**src/rtl/ccode_unit.sv**
```systemverilog
// ----------------------------------------------------------------------------
// ccode_unit
//
// Condition-code unit. It holds the N/V/Z flag register, derives new flags
// from the ALU result, evaluates branch conditions, and keeps a small LIFO of
// saved flag values for interrupt entry and exit.
//
// Ports:
//   clk, rst_n        clock, asynchronous active-low reset
//   stall             freezes every state update (flags, stack, branch_taken_q)
//   opcode, cond      instruction opcode and branch condition field
//   flag_we,flag_mask flag write enable and per-flag mask {N,V,Z}
//   alu_result        ALU output, the source of N and Z
//   alu_ovfl          ALU overflow, the source of V
//   push, pop         save / restore the flags on the stack
//   nvz               registered flags {N,V,Z}
//   cond_true         combinational branch condition result
//   branch_taken_q    cond_true registered one cycle (held while stalled)
//   stack_full/empty  stack occupancy flags, derived from the registered count
//   stack_err         one-cycle pulse after an illegal stack operation
// ----------------------------------------------------------------------------
module ccode_unit #(
    parameter int                DATA_W      = 16,
    parameter int                OPCODE_W    = 5,
    parameter logic [OPCODE_W-1:0] BRANCH_OP = 5'b00111,
    parameter int                STACK_DEPTH = 4,
    parameter bit                BYPASS      = 1'b0
) (
    input  logic                clk,
    input  logic                rst_n,
    input  logic                stall,
    input  logic [OPCODE_W-1:0] opcode,
    input  logic [2:0]          cond,
    input  logic                flag_we,
    input  logic [2:0]          flag_mask,
    input  logic [DATA_W-1:0]   alu_result,
    input  logic                alu_ovfl,
    input  logic                push,
    input  logic                pop,
    output logic [2:0]          nvz,
    output logic                cond_true,
    output logic                branch_taken_q,
    output logic                stack_full,
    output logic                stack_empty,
    output logic                stack_err
);

    localparam int CNT_W = $clog2(STACK_DEPTH + 1);
    localparam int IDX_W = (STACK_DEPTH > 1) ? $clog2(STACK_DEPTH) : 1;

    logic [2:0]       nvz_q, nvz_d;
    logic [CNT_W-1:0] count_q, count_d;
    logic             err_q, err_d;
    logic             taken_q, taken_d;
    logic [2:0]       stack_q [STACK_DEPTH];

    logic [2:0]       new_nvz;
    logic [2:0]       merged_nvz;
    logic [2:0]       eval_nvz;
    logic             full, empty;
    logic             push_ok, pop_ok, illegal_op;
    logic [IDX_W-1:0] push_idx, pop_idx;
    logic [CNT_W-1:0] count_m1;

    // Candidate flags from the current ALU result, merged under the mask
    // with the registered flags.
    assign new_nvz    = {alu_result[DATA_W-1], alu_ovfl, (alu_result == '0)};
    assign merged_nvz = (flag_mask & new_nvz) | (~flag_mask & nvz_q);

    // With the bypass enabled a branch sees flags written in the same cycle.
    assign eval_nvz = (BYPASS && flag_we) ? merged_nvz : nvz_q;

    always_comb begin
        cond_true = 1'b0;
        if (opcode == BRANCH_OP) begin
            unique case (cond)
                3'b000:  cond_true = ~eval_nvz[0];
                3'b001:  cond_true =  eval_nvz[0];
                3'b010:  cond_true = ~eval_nvz[0] & ~eval_nvz[2];
                3'b011:  cond_true =  eval_nvz[2];
                3'b100:  cond_true = ~eval_nvz[2];
                3'b101:  cond_true =  eval_nvz[2] | eval_nvz[0];
                3'b110:  cond_true =  eval_nvz[1];
                default: cond_true = 1'b1;
            endcase
        end
    end

    assign full  = (count_q == CNT_W'(STACK_DEPTH));
    assign empty = (count_q == '0);

    assign push_ok    = ~stall & push & ~pop & ~full;
    assign pop_ok     = ~stall & pop & ~push & ~empty;
    assign illegal_op = ~stall & ((push & pop) | (push & ~pop & full) |
                                  (pop & ~push & empty));

    assign count_m1 = count_q - CNT_W'(1);
    assign push_idx = count_q[IDX_W-1:0];
    assign pop_idx  = count_m1[IDX_W-1:0];

    always_comb begin
        nvz_d   = nvz_q;
        count_d = count_q;
        taken_d = taken_q;
        err_d   = illegal_op;
        if (!stall) begin
            taken_d = cond_true;
            // A legal pop wins over a same-cycle flag write; an ignored pop
            // (empty stack or collided with push) lets the write through.
            if (pop_ok) begin
                nvz_d   = stack_q[pop_idx];
                count_d = count_m1;
            end else if (flag_we) begin
                nvz_d = merged_nvz;
            end
            if (push_ok) begin
                count_d = count_q + CNT_W'(1);
            end
        end
    end

    always_ff @(posedge clk or negedge rst_n) begin
        if (!rst_n) begin
            nvz_q   <= 3'b000;
            count_q <= '0;
            err_q   <= 1'b0;
            taken_q <= 1'b0;
        end else begin
            nvz_q   <= nvz_d;
            count_q <= count_d;
            err_q   <= err_d;
            taken_q <= taken_d;
        end
    end

    // Stack storage needs no reset: entries are only read below count_q.
    // The pre-update flags are saved, so a same-cycle flag write is not stacked.
    always_ff @(posedge clk) begin
        if (push_ok) begin
            stack_q[push_idx] <= nvz_q;
        end
    end

    assign nvz            = nvz_q;
    assign branch_taken_q = taken_q;
    assign stack_full     = full;
    assign stack_empty    = empty;
    assign stack_err      = err_q;

endmodule

```
**config.mk**
```make
export PLATFORM = sky130hd
export DESIGN_NAME = ccode_unit
export DESIGN_NICKNAME = d
export VERILOG_FILES = /design/src/rtl/ccode_unit.sv
export SDC_FILE = /design/constraint.sdc
export NUM_CORES = 1
export LEC_CHECK = 0
export BUFFER_PORTS_ARGS = -buffer_cell sky130_fd_sc_hd__buf_4
export CORE_UTILIZATION = 31
export CTS_CLUSTER_DIAMETER = 150
export DETAILED_ROUTE_END_ITERATION = 8
export PLACE_DENSITY = 0.54
export SYNTH_ARGS = -nofsm -noshare
export SYNTH_HDL_FRONTEND = slang
export SYNTH_SLANG_ARGS = --single-unit
```
**constraint.sdc**
```tcl
create_clock -name clk -period 2 [get_ports clk]
set_clock_uncertainty 0.05 [all_clocks]
set_input_delay 0.3 -clock clk [delete_from_list [all_inputs] [get_ports clk]]
set_output_delay 0.3 -clock clk [all_outputs]
set_load 0.05 [all_outputs]
```
=== Word-level counts from Yosys, hierarchy flattened ===
Memories as Yosys holds them, arrays and structs flattened.
Index checks and enable logic that the tools add are counted.

* Add/sub/neg operators: 2
* Eq/ne operators: 8
* Muxes and demuxes: 8
* Bitwise operators: 27
* Reduce and logical (&&, ||, !) cells: 7

{| class="wikitable"
|+ Operator list
! kind !! count
|-
| $logic_not 16->1 || 1
|-
| $and 1x1->1 || 13
|-
| $eq 3x3->1 const B || 4
|-
| $mux 3 || 4
|-
| $not 1->1 || 7
|-
| $pmux 1 s7 || 1
|-
| $and 3x3->3 || 2
|-
| $eq 3x2->1 const B || 2
|-
| $logic_not 3->1 || 2
|-
| $eq 5x3->1 const B || 1
|-
| $reduce_and 2->1 || 2
|-
| $reduce_bool 2->1 || 2
|-
| $add 3x1->3 const B || 1
|-
| $eq 3x1->1 const B || 1
|-
| $mux 1 || 3
|-
| $not 3->3 || 1
|-
| $or 1x1->1 || 3
|-
| $or 3x3->3 || 1
|-
| $sub 3x1->3 const B || 1
|}

* Register bits: 8
* Bits in writable memories: 12
* Bits of input ports: 34
* Output and inout bits: 8
* Word-level logic and storage cells: 57
* Memories: 1

{| class="wikitable"
|+ Memories
! memory !! depth !! bits a word !! rd ports !! clocked after Yosys merged registers in !! wr ports !! RTL line !! text
|-
| stack_q || 4 || 3 || 1 || 0 || 1 || 55 || <nowiki>logic [2:0] stack_q [STACK_DEPTH];</nowiki>
|}

=== Logic depth before layout (Yosys ltp) ===
* Depth after elaboration: 6
* Depth in mapped cells: 7
* Gate-level depth less buffers: 6

=== Least setup slack after synthesis ===
OpenSTA, ideal clock, no wires.

* Path type: register to register
* From: register with a tool-made name
* To: register taken_q, in the netlist branch_taken_q
* Setup time: 0.069 ns
* Arrival: 2.107 ns
* Required time: 1.881 ns
* Path slack: -0.226 ns
* Cell stages (with the launch flop): 5
* Cell sequence: dfrtp_1 mux2_2 o21ai_0 a211oi_2 mux2_2

{| class="wikitable"
|+ RTL lines
! item !! RTL line !! text
|-
| end signal: assignment || 132 || <nowiki>taken_q <= taken_d;</nowiki>
|-
| end: declaration || 54 || <nowiki>logic taken_q, taken_d;</nowiki>
|}

==> impl_metrics.json <==
{
  "gp_congestion": 0.843,
  "rows": 21,
  "placed_area_um2": 1490,
  "die_area_um2": 3790,
  "cp.required_ps": 1650,
  "drc": 0,
  "met2_usage_pct": 23.8,
  "fin_setup_tns_ps": 0,
  "crit_type": "register to output pin",
  "finalNonFillerCells": 179,
  "clk_pin_slew_ps": 100,
  "power_frac_seq_pct": 36.7,
  "antenna_found_initial": 0,
  "worstPathMaxFanout": 6,
  "met1_usage_pct": 16.1,
  "p_total_w": 0.00173,
  "synth.avg_cell_area_um2": 13.1,
  "synthesis.area_um2": 1100,
  "start_util_pct": 32.7,
  "drv_slew": 0,
  "design_area_um2": 1550,
  "dp_hpwl_mm": 1.92,
  "tightest_slew_ps": 483,
  "clk_latency_ps": 300,
  "power.static_leakage_nw": 0.650,
  "swShare_pct": 40.2,
  "viasPerCell": 4.82,
  "io_buffers": 41,
  "synth_top_area_share_pct": 32.8,
  "dp_cells": 172,
  "vias": 862,
  "cts_tree": "yes",
  "synth-main-ff-cell": "edfxtp_1",
  "final_hold_viol_count": 0,
  "gr-usage-all-layers_pct": 13.9,
  "clockBufferDepth": 2,
  "fp.dieH_um": 61.6,
  "ios": 42,
  "intPower_w": 0.00103,
  "crit_path_max_incr_delay_ps": 460,
  "arrival_ps": 1560,
  "synthCells": 84,
  "mostFrequentLayoutCells": "buf_4 (45), edfxtp_1 (12), dfrtp_1 (6)",
  "rsz0062_at_grt": "no",
  "grt_pass1_vias": 758,
  "synth_nets": 123,
  "yosys_warnings": 0,
  "critPathLaunchType": "register",
  "p_sw_w": 0.000695,
  "grt_max_degree": 12,
  "layout-drive-gt1-share_pct": 44.4,
  "path_delay_family": "compound AO/OA/AOI/OAI gates",
  "postLayoutCoreUtil_pct": 45.9,
  "ant_nets": 0,
  "die_w_um": 61.6,
  "firstDrtPassIters": 4,
  "syn_to_final_growth_pct": 40.5,
  "htreeDepth": 1,
  "drtIter0Drc": 17,
  "clock-root-buffer": "clkbuf_4",
  "nNetsFinal": 173,
  "fin_crit_ps": 1910,
  "power.density_nw_per_um2": 1120,
  "ys_ff_latch": 20,
  "irDropWorstVdd_uv": 379,
  "use_met3_pct": 3.78,
  "setup_viol": 0,
  "core_um2": 3360,
  "max_freq_mhz": 523,
  "wl_per_cell_um": 14.2,
  "critPathBufInv": 1,
  "finalCritPeriodShare_pct": 95.5,
  "async_reset_ff_share_pct": 40.0,
  "yosysTopAreaCell": "edfxtp_1",
  "slowest_stage": "dfrtp_2",
  "path_cells": "a211oi_1 -> a311oi_1 -> a211oi_4 -> buf_6",
  "gr-total-overflow": 0,
  "p_comb_share_pct": 51.8,
  "hold_path.class": "input port to register",
  "cts.sink_count": 20,
  "grt_pass1_wl_mm": 3.54,
  "synth_cell_types": 37,
  "grt-busiest-layer": "met2",
  "synth_edf_count": 12,
  "max-cap-violations": 0,
  "synth.area.top_cells": "edfxtp_1 (33%), dfrtp_1 (18%), ha_1 (5.7%)",
  "run_status": "finished clean",
  "drt-total-wl_mm": 2.55,
  "endpoint_kind": "output pin",
  "final_common_cell": "buf_4",
  "ys_seq_area_share_pct": 51.0,
  "antennaDiodeCount": 0,
  "cts_made_buffers": 3,
  "pwr-share-clk_pct": 11.5,
  "max_slew_margin_pct": 67.7
}
## power groups by stage
stage | Combinational, W | Sequential [W] | Clock (W)
detailed placement | 0.000828 | 0.000670 | 0
floorplan | 0.000460 | 0.000765 | 0
global placement | 0.000826 | 0.000667 | 0
CTS | 0.000870 | 0.000646 | 0.000204
finish | 0.000895 | 0.000634 | 0.000198
global route | 0.000955 | 0.000650 | 0.000222
## what timing repair did
item | 4_1_cts | 5_1_grt
endpoints found under the hold margin | 8 | 0
gates resized for setup | 3 | 1
setup buffers | 1 | 1
hold buffers | 1 | 0
setup endpoints to repair | 1 | 2
## cell type report
| type | instances | area [um2] |
|---|---|---|
| Multi-Input combinational cell | 60 | 532 |
| Clock buffer | 4 | 26.3 |
| Tap cell | 46 | 57.6 |
| Sequential cell | 20 | 563 |
| Timing Repair Buffer | 47 | 359 |
| Fill cell | 319 | 1820 |
| Inverter | 2 | 7.51 |
## path summary, 6_finish.rpt
kind / startpoint / endpoint / slack, ps / cells after the start
max in group asynchronous: rst_n / async pin / 1460 / 2
worst max-delay path: register / cond_true / 90 / 4
worst max register to register: count_q[1]$_DFFE_PN0P_ / stack_q[2][1]$_DFFE_PP_ / 250 / 5
min in group asynchronous: rst_n / count_q[0]$_DFFE_PN0P_ / 290 / 2
worst min-delay path: stall / stack_err$_DFF_PN0_ / 200 / 2
worst min register to register: branch_taken_q$_DFFE_PN0N_ / branch_taken_q$_DFFE_PN0N_ / 480 / 1
## cells by family (layout without fill, tap and decap cells)
family | Yosys count | count (layout) | share of synthesized area (%)
AND/OR/NAND/NOR | 32 | 32 | 20.3
flip-flops | 20 | 20 | 51.0
AO/OA/AOI/OAI | 14 | 14 | 8.76
multiplexers | 7 | 7 | 10.7
adder cells (fa/ha/maj) | 5 | 5 | 5.69
buffers and inverters | 4 | 53 | 2.05
XOR/XNOR | 2 | 2 | 1.59
## cells in the mapped netlist (3+ instances only)
master	count
nand2_1	3
nor2_1	3
a21oi_1	5
edfxtp_1	12
dfrtp_1	8
ha_1	5
nor4_1	3
nand2b_1	3
and2_1	5
## layer usage
| layer | vias to the layer above | part of all wire (%) |
|---|---|---|
| met5 | - | 0 |
| met2 | 29 | 49 |
| li1 | 421 | - |
| met4 | 0 | 1.5 |
| met3 | 5 | 7.1 |
| met1 | 407 | 43 |
## metrics by stage
step                      worst slack (ps)  hold WS, ps
after floorplan                       4.69        -45.6
after global placement                 227         81.7
after detailed placement               204         83.4
after CTS                             28.6          198
after global routing                  14.1          194
final                                 89.5          204
Note: power is estimated with default switching activity, not from simulation.
